## config.mk

```make
export PLATFORM = sky130hd
export DESIGN_NAME = fetch_entry_buffer
export DESIGN_NICKNAME = d
export VERILOG_FILES = /design/src/rtl/fetch_entry_buffer.sv
export SDC_FILE = /design/constraint.sdc
export NUM_CORES = 1
export LEC_CHECK = 0
export CAP_MARGIN = 40
export CORE_ASPECT_RATIO = 1.4
export CORE_MARGIN = 3
export CORE_UTILIZATION = 40
export CTS_CLUSTER_DIAMETER = 40
export DETAILED_ROUTE_END_ITERATION = 10
export MAX_ROUTING_LAYER = met4
export PLACE_DENSITY = 0.71
export SYNTH_ARGS = -nofsm -noshare
export SYNTH_HDL_FRONTEND = slang
export SYNTH_SLANG_ARGS = --single-unit
```

## constraint.sdc

```tcl
create_clock -name clk_i -period 11.7 [get_ports clk_i]
set_clock_uncertainty 0.15 [all_clocks]
set_input_delay 2.34 -clock clk_i [delete_from_list [all_inputs] [get_ports clk_i]]
set_output_delay 2.34 -clock clk_i [all_outputs]
set_load 0.05 [all_outputs]
```

## src/rtl/fetch_entry_buffer.sv

```systemverilog
// fetch_entry_buffer: in-order decoupling FIFO between frontend and ID stage that
// closes its input after enqueueing a faulting fetch, until the next flush.
package fetch_entry_buffer_pkg;
    typedef struct packed {
        logic [31:0] xlen;
    } cfg_t;
    localparam cfg_t cva6_cfg_empty = '0;
    typedef struct packed {
        logic [31:0] cause;
        logic [31:0] tval;
        logic        valid;
    } exception_t;
    typedef struct packed {
        logic [31:0] address;
        logic [31:0] instruction;
        exception_t  ex;
    } fetch_entry_t;
endpackage

module fetch_entry_buffer #(
    parameter fetch_entry_buffer_pkg::cfg_t CVA6Cfg = fetch_entry_buffer_pkg::cva6_cfg_empty,
    parameter type fetch_entry_t = fetch_entry_buffer_pkg::fetch_entry_t,
    parameter int unsigned DEPTH = 4
) (
    input  logic                     clk_i,
    input  logic                     rst_ni,
    input  logic                     flush_i,
    input  fetch_entry_t             fetch_entry_i,
    input  logic                     fetch_entry_valid_i,
    output logic                     fetch_entry_ready_o,
    output fetch_entry_t             fetch_entry_o,
    output logic                     fetch_entry_valid_o,
    input  logic                     fetch_entry_ready_i,
    output logic [$clog2(DEPTH):0]   usage_o,
    output logic                     ex_blocked_o
);
    localparam int unsigned PW = $clog2(DEPTH);
    localparam logic [PW:0] FULL_CNT = (PW+1)'(DEPTH);

    fetch_entry_t      mem [DEPTH];
    logic [PW-1:0]     rd_ptr, wr_ptr;
    logic [PW:0]       count;
    logic              ex_blocked_q;
    logic              push, pop;

    // Handshake outputs depend only on registered state.
    assign fetch_entry_ready_o = (count != FULL_CNT) && !ex_blocked_q;
    assign fetch_entry_valid_o = (count != '0);
    assign fetch_entry_o       = mem[rd_ptr];
    assign usage_o             = count;
    assign ex_blocked_o        = ex_blocked_q;

    assign push = fetch_entry_valid_i && fetch_entry_ready_o && !flush_i;
    assign pop  = fetch_entry_valid_o && fetch_entry_ready_i && !flush_i;

    always_ff @(posedge clk_i or negedge rst_ni) begin
        if (!rst_ni) begin
            rd_ptr       <= '0;
            wr_ptr       <= '0;
            count        <= '0;
            ex_blocked_q <= 1'b0;
        end else if (flush_i) begin
            rd_ptr       <= '0;
            wr_ptr       <= '0;
            count        <= '0;
            ex_blocked_q <= 1'b0;
        end else begin
            wr_ptr       <= push ? wr_ptr + 1'b1 : wr_ptr;
            rd_ptr       <= pop ? rd_ptr + 1'b1 : rd_ptr;
            count        <= count + (PW+1)'(push) - (PW+1)'(pop);
            ex_blocked_q <= ex_blocked_q || (push && fetch_entry_i.ex.valid);
        end
    end

    // Storage is never cleared; validity is tracked by count alone.
    always_ff @(posedge clk_i) begin
        if (push) mem[wr_ptr] <= fetch_entry_i;
    end
endmodule
```

== Yosys cells after proc, flatten, opt, wreduce, memory -nomap -nowiden ==
Memory sizes are Yosys's and may differ from the RTL's.
Cells that the tools add are included.

* Register bits after elaboration: 8
* RAM bits: 516
* Input bits: 134
* Logic and storage cells: 30
* Memories: 1

* Add/subtract/negate cells: 4
* Equality and inequality tests: 1
* Muxes and demuxes: 8
* Reduce and logical (&&, ||, !) cells: 12

{| class="wikitable"
|+ Memory list
! memory !! depth !! width !! rd ports !! clocked after Yosys merged registers in !! wr ports !! RTL line !! text
|-
| mem || 4 || 129 || 1 || 0 || 1 || 40 || <nowiki>fetch_entry_t mem [DEPTH];</nowiki>
|}

{| class="wikitable"
|+ Operator list
! operator !! number
|-
| $mux 2 || 4
|-
| $logic_and 1x1->1 || 6
|-
| $add 2x1->2 const B || 2
|-
| $reduce_bool 2->1 || 2
|-
| $add 3x1->3 || 1
|-
| $mux 1 || 3
|-
| $mux 3 || 1
|-
| $ne 3x3->1 const B || 1
|-
| $reduce_bool 3->1 || 1
|-
| $sub 3x1->3 || 1
|-
| $logic_not 1->1 || 2
|-
| $logic_or 1x1->1 || 1
|}

== Longest topological paths before layout ==
* Word-level depth: 7
* Mapped depth: 10
* Gate-level depth less buffers: 10

== Worst setup path after synthesis ==
Ideal clock, no wire load.

* Path type: input -> register
* Start point: input flush_i
* End point: memory mem[0][0] (netlist bit) (enable)
* Library setup time: 503 ps
* Arrival: 5858 ps
* Path slack: 5188 ps
* Stages on the path: 3
* Buffers on the path: 1
* Cells stage by stage: clkbuf_1 -> nor3_1 -> and2_1

* Word-level cells in the longest chain between the ends: 4

{| class="wikitable"
|+ RTL lines
! what !! RTL line !! text
|-
| from (decl) || 27 || <nowiki>input logic flush_i,</nowiki>
|-
| $logic_not 1->1 || 53 || <nowiki>assign push = fetch_entry_valid_i && fetch_entry_ready_o && !flush_i;</nowiki>
|-
| $logic_and 1x1->1 || 53 ||
|-
| $mux 1 || 77 || <nowiki>if (push) mem[wr_ptr] <= fetch_entry_i;</nowiki>
|-
| $mux 1 (not written as such) || 77 ||
|-
| to (decl) || 40 ||
|}

Every way passes these cells.

==> run metrics <==
status=finished clean; port bufs=268; Post-Syn Nets=865; routed vias/inst=5.050; Post-Synth Simple-Gate Area=0.5823%; FF-to-FF path depth=6; Synth top cells by count=516 x edfxtp_1, 129 x mux4_2, 12 x buf_2, 11 x buf_6, 8 x dfrtp_1; Avg Cell Area, Syn=26.41 µm²; Critical Path AT=3.50 ns; met1 usage=19.00%; clk slew on worst S/H paths=0.06 ns; largest cells by area after synthesis=edfxtp_1 81%, mux4_2 15%, dfrtp_1 1.0%, buf_6 0.65%, ha_1 0.39%; DRC=0; Top-Level Pins=269; maximum clock frequency=0.1670 GHz; multiplexer share of the synthesized area=15.19%; Async S/R FF share, synth=1.527%; CTS max path bufs=3; post-synthesis sequential area ratio=82.08%; delay-heaviest family, CP=buffers and inverters; M2 GR Usage=25.36%; router iterations before antenna repair=4; ys flop type=edfxtp_1; htree depth=2; GRT Total Usage=15.29%; share of the synthesized area in the top cell type=81.03%; Sink Count=524; Post-Synthesis Cells=724; post-synthesis cell type count=27; CTS root buf=clkbuf_16; crit path time final=5.986 ns; Remaining Overflow, GRT=0; CP Class=flip-flop to output pin; Post-Synth Adder-Cell Area=0.4973%; count leader, synth=edfxtp_1; R2R Path End=mem[0][22]; detailed-route via count=8600; complex-gate fraction of the synthesized area=0.2290%; Clk network pwr share=30.4%; Routed WL=36980 µm; setup TNS=0 ns; HPWL after DPL=23110 µm; count of final hold-check violations=0; endpoint class of the critical path=output pin; Top cell by count, worst path=buf_16; Syn. warnings=0; PwrDens=221.4 nW/µm²; peak supply drop=0.1568 mV; share of layout cells above drive strength 1=22.05%; row cnt=94; WHS Path Cells=1; Sw Pwr=1.677 mW; non-filler cells, final=1703; Std-Cell Core Area=47160 µm²; worst skew pair latency=0.56 ns; Post-CTS Repair Setup Buffers=0; WHS Endpoint=ex_blocked_o; largest net degree at the start of global routing=56; Slowest Stage Delay on Critical Path=0.73 ns; r2r setup slk=8.72 ns; worst hold path startpoint=ex_blocked_o; initial antenna violation count=4; Tcrit/Tclk final=51.16%; startpoint types=flip-flop; PostCTS Resize Cnt=0; Crit-path slowest cell=clkdlybuf4s50_1; CTS buffer count=52; Worst Path Buf+Inv=4; die footprint=50500 µm²; RSZ-0062 raised after global routing=false; Switching Fraction=30.90%; Fill cells=3650; Max Cap Viol=0; pins over their slew limit=0; Inst Count DP=1607; Internal=3.750 mW; Setup violations, final=0; CTS tree=yes; FF+latch count, synth=524; r2r startpoint=usage_o[2]; Post-synth EDFFs=516; vias in the first global route=9424; Slew HR=47.55%; remaining antenna violation count after routing=0; GR Util met3=3.122%; die height=264.7 µm; Slew @ Worst Pin=0.7868 ns; Crit path depth=5; hold buffers post-CTS=0; WL/cell=21.71 µm; path category of the worst min-delay check=flip-flop to flip-flop; combinational fraction of design power=29.2%; first-pass GRT wire length=57190 µm; Worst EP required=9.21 ns; Syn-to-layout area delta=28.16%; initial core utilization=40.54%; critical-path cell list=buf_16 -> buf_4 -> buf_16 -> mux4_2 -> clkdlybuf4s50_1; Die X=190.8 µm; Layout Nets=1178; leakage=7.656 nW; most crowded layer after global routing=met2; Synth area leader=edfxtp_1; CP Max Fanout=39; Placer Congestion=0.7069; Final Util=51.96%; Iter 0 DRT Violations=514; Post-Synth XOR/XNOR Area=0.1832%; largest family of logic cells by synthesized area=multiplexers; Cell Area, Synth=19120 µm²; sequential power share=40.4%
[state kept, by name (all words and copies together), names as in the netlist]
signal        count
rd_ptr            2
ex_blocked_o      1
wr_ptr            2
usage_o           3
mem             516
[per-layer routing]
| layer | part of all wire [%] | routed length (µm) | up-vias |
|---|---|---|---|
| met5 | 0 | 0 | - |
| met4 | 2.6 | 954 | 0 |
| met3 | 6.1 | 2261 | 66 |
| met2 | 52 | 19350 | 266 |
| met1 | 39 | 14410 | 4494 |
| li1 | - | - | 3774 |
[cell families (layout without fill, tap and decap cells)]
group	Yosys count	in the layout
AOI/OAI and AO/OA	6	6
xor gates and xnor gates	4	4
adders and majority gates	7	7
buffers and inverters	35	386
DFF	524	524
muxes	129	129
other	0	4
and+or+nand+nor	19	19
[power by group through the flow]
stage | logic (mW) | clock network (mW) | registers [mW]
2_1_floorplan | 1.09 | 0 | 2.24
3_3_place_gp | 1.53 | 0 | 2.27
3_5_place_dp | 1.62 | 0 | 2.23
4_1_cts | 1.62 | 1.70 | 2.19
5_1_grt | 1.67 | 1.77 | 2.20
6_report | 1.59 | 1.65 | 2.19
[area by class of cell]
class                           instances  area [µm²]  share of cell area [%]
Antenna cell                            4       10.01                 0.04085
Clock buffer                           61        1356                   5.535
Inverter                                5       18.77                 0.07659
Sequential cell                       524       15700                   64.08
Tap cell                              624       780.7                   3.186
Clock inverter                         31       356.6                   1.455
Multi-Input combinational cell        165        3201                   13.06
Timing Repair Buffer                  289        3080                   12.57
[how the worst max path moves through the flow]
| stage | from | end | slack [ns] |
|---|---|---|---|
| after floorplan | flush_i | mem[0][0] | 5.19 |
| after global placement | flush_i | mem[0][55] | 5.69 |
| after detailed placement | rd_ptr[0] | fetch_entry_o[101] | 6.21 |
| after CTS | rd_ptr[0] | fetch_entry_o[101] | 5.59 |
| after global routing | rd_ptr[0] | fetch_entry_o[94] | 5.49 |
| final | rd_ptr[0] | fetch_entry_o[101] | 5.71 |
[through the flow]
step	instance area, µm²	power, mW	worst slack [ns]	hold slack, ns
CTS	24500	5.507	5.589	0.4289
detailed placement	22780	3.846	6.209	0.4045
finish	24510	5.427	5.714	0.4332
floorplan	19120	3.331	5.188	0.4163
global placement	22450	3.799	5.686	0.3923
global route	24510	5.635	5.490	0.4641
[placed cells by master (no fill, tap or decap), types with 7 or more instances in the layout]
master	n
edfxtp_1	516
clkdlybuf4s50_1	268
mux4_2	129
clkbuf_16	53
buf_16	12
buf_4	9
clkbuf_1	8
nor2_1	7
Power figures use the tool's default switching activity.
